--- src/rtl/ycbcr2rgb_stream_ctrl.sv ---
// Credit-based sequencer around a fixed-latency YCbCr555->RGB converter, with SOF/EOL sideband and an FWFT output FIFO.
// Optional line-length checker is built when LINE_CHECK_EN is defined.
module ycbcr2rgb_stream_ctrl #(
    parameter int unsigned CONV_LAT   = 2,
    parameter int unsigned FIFO_DEPTH = 4,
    parameter int unsigned H_ACTIVE   = 640
) (
    input  logic        clk,
    input  logic        rst,
    input  logic        enable,
    input  logic        s_valid,
    output logic        s_ready,
    input  logic [14:0] s_data,
    input  logic        s_sof,
    input  logic        s_eol,
    output logic [14:0] conv_ycbcr,
    input  logic [23:0] conv_rgb,
    output logic        m_valid,
    input  logic        m_ready,
    output logic [23:0] m_data,
    output logic        m_sof,
    output logic        m_eol,
    output logic        busy,
    output logic        err_line,
    output logic [15:0] err_count
);
    localparam int unsigned AW = $clog2(FIFO_DEPTH);
    localparam int unsigned CW = $clog2(FIFO_DEPTH + CONV_LAT + 1);

    if (CONV_LAT < 1 || FIFO_DEPTH < CONV_LAT + 1 || (FIFO_DEPTH & (FIFO_DEPTH - 1)) != 0 || H_ACTIVE < 1)
    begin : g_bad_cfg
        $error("ycbcr2rgb_stream_ctrl: illegal parameter set");
    end

    typedef enum logic [1:0] {
        S_IDLE,
        S_SYNC,
        S_RUN,
        S_DRAIN
    } state_t;

    state_t              state_q, state_d;
    logic [14:0]         conv_ycbcr_q, conv_ycbcr_d;
    logic [CONV_LAT-1:0] sr_vld_q, sr_vld_d;
    logic [CONV_LAT-1:0] sr_sof_q, sr_sof_d;
    logic [CONV_LAT-1:0] sr_eol_q, sr_eol_d;
    logic [25:0]         mem_q [FIFO_DEPTH];
    logic [25:0]         mem_d [FIFO_DEPTH];
    logic [AW-1:0]       wr_ptr_q, wr_ptr_d;
    logic [AW-1:0]       rd_ptr_q, rd_ptr_d;
    logic [CW-1:0]       fifo_cnt_q, fifo_cnt_d;
    logic [CW-1:0]       inflight;
    logic                busy_q, busy_d;
    logic                credit_ok;
    logic                take;
    logic                push;
    logic                pop;
    logic [25:0]         head;

    always_comb begin
        inflight = '0;
        for (int unsigned i = 0; i < CONV_LAT; i++) begin
            inflight = inflight + CW'(sr_vld_q[i]);
        end
    end

    // Converter cannot stall: only accept what the FIFO is guaranteed to hold.
    assign credit_ok = (fifo_cnt_q + inflight) < CW'(FIFO_DEPTH);
    assign s_ready   = (state_q == S_SYNC) | ((state_q == S_RUN) & credit_ok);
    assign take      = s_valid & s_ready & ((state_q == S_RUN) | s_sof);
    assign push      = sr_vld_q[CONV_LAT-1];
    assign m_valid   = (fifo_cnt_q != '0);
    assign pop       = m_valid & m_ready;
    assign head      = mem_q[rd_ptr_q];

    assign m_data     = {head[23:16], head[7:0], head[15:8]};
    assign m_sof      = m_valid & head[25];
    assign m_eol      = m_valid & head[24];
    assign conv_ycbcr = conv_ycbcr_q;
    assign busy       = busy_q;

    always_comb begin
        state_d = state_q;
        unique case (state_q)
            S_IDLE:  if (enable) state_d = S_SYNC;
            S_SYNC: begin
                if (take)         state_d = enable ? S_RUN : S_DRAIN;
                else if (!enable) state_d = S_IDLE;
            end
            S_RUN:   if (!enable) state_d = S_DRAIN;
            S_DRAIN: if (inflight == '0 && fifo_cnt_q == '0) state_d = S_IDLE;
            default: state_d = S_IDLE;
        endcase
        busy_d = (state_d != S_IDLE);

        conv_ycbcr_d = take ? s_data : conv_ycbcr_q;

        sr_vld_d[0] = take;
        sr_sof_d[0] = s_sof;
        sr_eol_d[0] = s_eol;
        for (int unsigned i = 1; i < CONV_LAT; i++) begin
            sr_vld_d[i] = sr_vld_q[i-1];
            sr_sof_d[i] = sr_sof_q[i-1];
            sr_eol_d[i] = sr_eol_q[i-1];
        end

        mem_d    = mem_q;
        wr_ptr_d = wr_ptr_q;
        rd_ptr_d = rd_ptr_q;
        if (push) begin
            mem_d[wr_ptr_q] = {sr_sof_q[CONV_LAT-1], sr_eol_q[CONV_LAT-1], conv_rgb};
            wr_ptr_d        = wr_ptr_q + AW'(1);
        end
        if (pop) begin
            rd_ptr_d = rd_ptr_q + AW'(1);
        end
        fifo_cnt_d = fifo_cnt_q + CW'(push) - CW'(pop);
    end

    always_ff @(posedge clk) begin
        if (rst) begin
            state_q      <= S_IDLE;
            busy_q       <= 1'b0;
            conv_ycbcr_q <= '0;
            sr_vld_q     <= '0;
            sr_sof_q     <= '0;
            sr_eol_q     <= '0;
            wr_ptr_q     <= '0;
            rd_ptr_q     <= '0;
            fifo_cnt_q   <= '0;
            for (int unsigned i = 0; i < FIFO_DEPTH; i++) begin
                mem_q[i] <= '0;
            end
        end else begin
            state_q      <= state_d;
            busy_q       <= busy_d;
            conv_ycbcr_q <= conv_ycbcr_d;
            sr_vld_q     <= sr_vld_d;
            sr_sof_q     <= sr_sof_d;
            sr_eol_q     <= sr_eol_d;
            wr_ptr_q     <= wr_ptr_d;
            rd_ptr_q     <= rd_ptr_d;
            fifo_cnt_q   <= fifo_cnt_d;
            mem_q        <= mem_d;
        end
    end

`ifdef LINE_CHECK_EN
    logic [15:0] x_q, x_d;
    logic [15:0] x_cur;
    logic        err_line_q, err_line_d;
    logic [15:0] err_count_q, err_count_d;
    logic        line_err;

    // A beat arriving at index H_ACTIVE is the overrun; it restarts the line without a second EOL check.
    always_comb begin
        x_d         = x_q;
        x_cur       = s_sof ? '0 : x_q;
        line_err    = 1'b0;
        err_line_d  = 1'b0;
        err_count_d = err_count_q;
        if (take) begin
            if (x_cur == 16'(H_ACTIVE)) begin
                line_err = 1'b1;
                x_d      = '0;
            end else if (s_eol) begin
                line_err = (x_cur != 16'(H_ACTIVE - 1));
                x_d      = '0;
            end else begin
                x_d = x_cur + 16'd1;
            end
        end
        if (line_err) begin
            err_line_d = 1'b1;
            if (err_count_q != '1) err_count_d = err_count_q + 16'd1;
        end
    end

    always_ff @(posedge clk) begin
        if (rst) begin
            x_q         <= '0;
            err_line_q  <= 1'b0;
            err_count_q <= '0;
        end else begin
            x_q         <= x_d;
            err_line_q  <= err_line_d;
            err_count_q <= err_count_d;
        end
    end

    assign err_line  = err_line_q;
    assign err_count = err_count_q;
`else
    assign err_line  = 1'b0;
    assign err_count = '0;
`endif

endmodule

--- config.mk ---
export PLATFORM = sky130hd
export DESIGN_NAME = ycbcr2rgb_stream_ctrl
export DESIGN_NICKNAME = d
export VERILOG_FILES = /design/src/rtl/ycbcr2rgb_stream_ctrl.sv
export SDC_FILE = /design/constraint.sdc
export NUM_CORES = 1
export LEC_CHECK = 0
export CORE_AREA = 2 2 104 106
export CTS_CLUSTER_SIZE = 12
export DETAILED_ROUTE_END_ITERATION = 10
export DIE_AREA = 0 0 106 108
export DONT_BUFFER_PORTS = 1
export HOLD_SLACK_MARGIN = 0.06
export PLACE_DENSITY = 0.69
export SLEW_MARGIN = 20
export SYNTH_ARGS = -nofsm -noshare
export SYNTH_HDL_FRONTEND = slang
export SYNTH_SLANG_ARGS = --single-unit
--- constraint.sdc ---
create_clock -name clk -period 4.8 [get_ports clk]
set_input_delay 0.96 -clock clk [delete_from_list [all_inputs] [get_ports clk]]
set_output_delay 0.96 -clock clk [all_outputs]
set_load 0.02 [all_outputs]
# Word-level counts from Yosys, hierarchy flattened
# Cells that the tools add are included.
# classes
n_addsub,6
order_cmp,4
eq_ne,3
muxes,13
bitwise_logic,10
n_reduce_logical,7
# ops
op,count
104-bit bitwise mux,1
26-bit 2-to-1 mux,3
26-bit binary-select mux with 2-bit select,1
26-bit demux with 2-bit select,1
2-bit 2-to-1 mux,5
2-bit case mux with 4 select lines,1
1-bit bitwise AND,6
3-bit >= comparator (second input constant),2
3-bit logical NOT,2
2-bit NOT with 3-bit output,2
2-bit by 1-bit adder with 2-bit output (second input constant),2
2-bit == test (second input constant),2
3-bit by 1-bit adder with 3-bit output,1
3-bit by 2-bit adder with 3-bit output,1
3-bit by 1-bit less-than comparator with 1-bit output (second input constant),1
3-bit less-than comparator (second input constant),1
3-bit nonzero test,1
3-bit by 1-bit subtractor with 3-bit output,1
1-bit by 1-bit adder with 2-bit output,1
2-bit by 1-bit == test with 1-bit output (second input constant),1
1-bit logical AND,2
2-bit logical NOT,1
1-bit bitwise OR,2
2-bit nonzero test,1
1-bit 2-to-1 mux,1
# word_totals
ff_bits,135
inputBits,46
output_inout_bits,61
elab_cells,56

# Longest topological paths before layout
# logic_depth
word_depth,10
mapped_depth,11
ltp_nobuf,11

# Worst setup path after synthesis
# Ideal clock, no wire load.
# synth_path
path_type,reg-to-output
from,register sr_vld_q[1]
to,output port s_ready
t_arrival_ps,1678
required_time_ps,3840
slack_ps,2162
path_stages_with_launch,7
path_buffers,1
cell_sequence,dfxtp_1 > buf_2 > inv_1 > ha_1 > a31oi_1 > xnor2_1 > o21ai_0
# synth_between
elab_chain_len,5
# synth_lines
element,line_no,text
"start, declared",44,"logic [CONV_LAT-1:0] sr_vld_q, sr_vld_d;"
"start signal, assigned",138,sr_vld_q <= sr_vld_d;
1-bit by 1-bit adder with 2-bit output,63,inflight = inflight + CW'(sr_vld_q[i]);
3-bit by 2-bit adder with 3-bit output,68,assign credit_ok = (fifo_cnt_q + inflight) < CW'(FIFO_DEPTH);
3-bit less-than comparator,68,
1-bit bitwise AND,69,assign s_ready = (state_q == S_SYNC) | ((state_q == S_RUN) & credit_ok);
1-bit bitwise OR,69,
"end, declared",12,"output logic s_ready,"
# No other way between the ends.

# Worst setup path in the final report
# Ends and elaborated chain as after synthesis.

==> reports/summary.txt <==
Crit path cell chain: ha_1 -> ha_1 -> a31oi_1 -> xnor2_1 -> o21ai_0
Hold Buf Count CTS: 0
Register area share after synthesis: 48.7%
Final critical-path required period: 3500 ps
Via/cell ratio: 5.53
Synth Register Bits: 135
Final Slew Violations: 0
Pwr dens: 432 nW/um^2
Overflow after GRT: 0
Run status: completed
Yosys Warn Count: 0
Iteration-0 DRC count of the detailed router: 339
Crit path required time: 3840 ps
Critical path class: flop to primary output
Io pins: 107
Top cells by count, synth: nand2_1 (215), dfxtp_1 (135), a21oi_1 (108)
Filler cells: 901
Most used cell, CP: ha_1
Postcts setup bufs: 0
CTS sink cnt: 135
Synth Flop Type: dfxtp_1
Core area: 10,200 sq um
Slew @ Worst Pin: 1120 ps
Vias in the first global route: 4,090
Mapped Cells: 627
Part of the cycle the worst path needs: 72.8%
Initial antenna violation count: 0
Leak: 2.06 nW
Critical path's largest stage delay: 610 ps
Clk Latency, worst-skew pair: 530 ps
Async S/R FF share, synth: 0%
Routed WL: 12,400 um
Detailed placer's ending HPWL: 7580 um
Antenna diode count: 0
Setup TNS: 0 ps
Clock skew: 7.92 ps
GRT Total Usage: 22.7%
Total power: 2.61 mW
Final GP Congestion: 0.817
Die width: 106 um
Most common cell in the netlist: nand2_1
CTS Buf Count: 17
Number of remaining DRC errors: 0
Max Fanout on Critical Path: 13
Area Growth Syn to Fin: 8.79%
Clock Path Buffers: 2
Post_cts resized: 0
Port bufs: 0
Relative slew slack: 25.1%
Final setup viols: 0
CP endpoint kind: primary output
Top cell type by total area after synthesis: dfxtp_1
Worst path slowest cell: dfxtp_1
Max-Cap Viols: 0
Peak supply drop: 0.308 mV
Drt pass-1 iters: 4
Post-synth top area share: 48.7%
Root buffer cell: clkbuf_8
F_max: 0.286 GHz
Drt wl/cell: 16.4 um
Reg clk slew, reported paths: 50 ps
Netlist Area Pre-Place: 5550 sq um
Layout cell share with drive strength beyond 1: 10.4%
Die area: 11,400 sq um
Worst Path Arrival: 2540 ps
Vias: 4,172
Hold Path Class: flop to flop
Initial Util: 54.3%
TritonCTS clock tree: done
First-pass GRT wire length: 19,800 um
Post-synth EDFFs: 0
Cells taking the most area after synthesis: dfxtp_1 (49%), nand2_1 (15%), mux4_2 (11%)
FP Rows: 37
Synthesized area per cell: 8.86 sq um
Die Y: 108 um
Unrepaired setup endpoints after global routing: false
Hold Violations, Final: 0
Nets: 664
Synth cell types: 34
Post-route ant nets: 0
Largest net degree at the start of global routing: 122
H-tree level count: 4
Critical Path Start Type: flop
==> critical path: cells and delay by family, from the launching register on <==
family          cells  cell delay, ps
compound gates      2             800
flops               1             610
fa+ha+maj           2             480
xor+xnor            1             120
==> report_power, final <==
part           switching, mW  internal [mW]  total (mW)
clock network          0.435          0.703        1.14
logic                  0.121          0.110       0.231
registers             0.0851           1.15        1.24
==> path summary, 6_finish.rpt <==
| kind | start | end | slack [ps] | cells past startpoint |
|---|---|---|---|---|
| hold / removal | sr_eol_q[0] | sr_eol_q[1] | 440 | 1 |
| setup / recovery | sr_vld_q[1] | s_ready | 1300 | 5 |
| setup reg to reg | fifo_cnt_q[2] | fifo_cnt_q[2] | 2310 | 11 |
| hold reg to reg | sr_eol_q[0] | sr_eol_q[1] | 440 | 1 |
==> cells in the final DEF (no fill, tap or decap), types with 2 or more instances in the layout <==
master,netlist,final
o21ai_0,3,3
nor3_1,2,2
conb_1,1,17
nand2_1,215,213
a22o_1,10,10
inv_1,10,10
and2_1,7,7
a31oi_1,2,2
a22o_2,5,5
nor2b_1,5,5
clkinv_2,0,2
xnor2_1,5,5
mux4_2,26,26
ha_1,9,9
clkbuf_1,30,6
buf_4,17,5
and3_1,2,2
clkbuf_16,0,16
xor2_1,2,2
nand2_2,0,2
a21oi_1,108,108
dfxtp_1,135,134
nand3_1,2,2
clkbuf_8,0,3
nor2_1,9,9
==> cell families after synthesis <==
| logic type | Yosys count | share of synthesized area [%] |
|---|---|---|
| adder cells (fa/ha/maj) | 10 | 2.39 |
| buffers and inverters | 69 | 6.08 |
| AO/OA/AOI/OAI | 131 | 13.2 |
| multiplexers | 27 | 10.7 |
| AND/OR/NAND/NOR | 247 | 17.7 |
| flip-flops | 135 | 48.7 |
| XOR/XNOR | 7 | 1.10 |
| other | 1 | 0.0675 |
==> per-layer routing <==
| metal | global-route usage (%) | vias to the layer above | share of wire (%) |
|---|---|---|---|
| met4 | 10.9 | 0 | 1.2 |
| met2 | 38.9 | 131 | 50 |
| met5 | 0 | - | 0 |
| li1 | - | 2030 | - |
| met3 | 6.93 | 17 | 6.6 |
| met1 | 25.9 | 1994 | 42 |
==> layout make-up <==
type                    instances  area, sq um  share of cell area [%]
inverters                      10         37.5                   0.621
well taps                     136          170                    2.82
repair buffers                  5         37.5                   0.621
clock buffers                  25          464                    7.68
flip-flops and latches        135         2710                    44.8
multi-input cells             439         2580                    42.7
clock inverters                 4         47.5                   0.787
==> state kept, by name, indices dropped and copies added (netlist names) <==
register / count
state_q: 2
sr_eol_q: 2
mem_q: 104
fifo_cnt_q: 3
sr_sof_q: 2
rd_ptr_q: 2
sr_vld_q: 2
conv_ycbcr: 15
wr_ptr_q: 2
busy: 1
==> per-stage QoR <==
stage                     area (sq um)  setup slack [ps]  instances  hold slack [ps]  util [%]
final                             6040              1300        754              439      59.0
after global routing              6040              1160        754              458      59.0
after CTS                         6030              1320        754              444      59.0
after detailed placement          5520              1890        725              432      54.0
after global placement            5520              1970        725              428      54.0
after floorplan                   5610              2160        643              414         -
(Power assumes the default switching activity.)
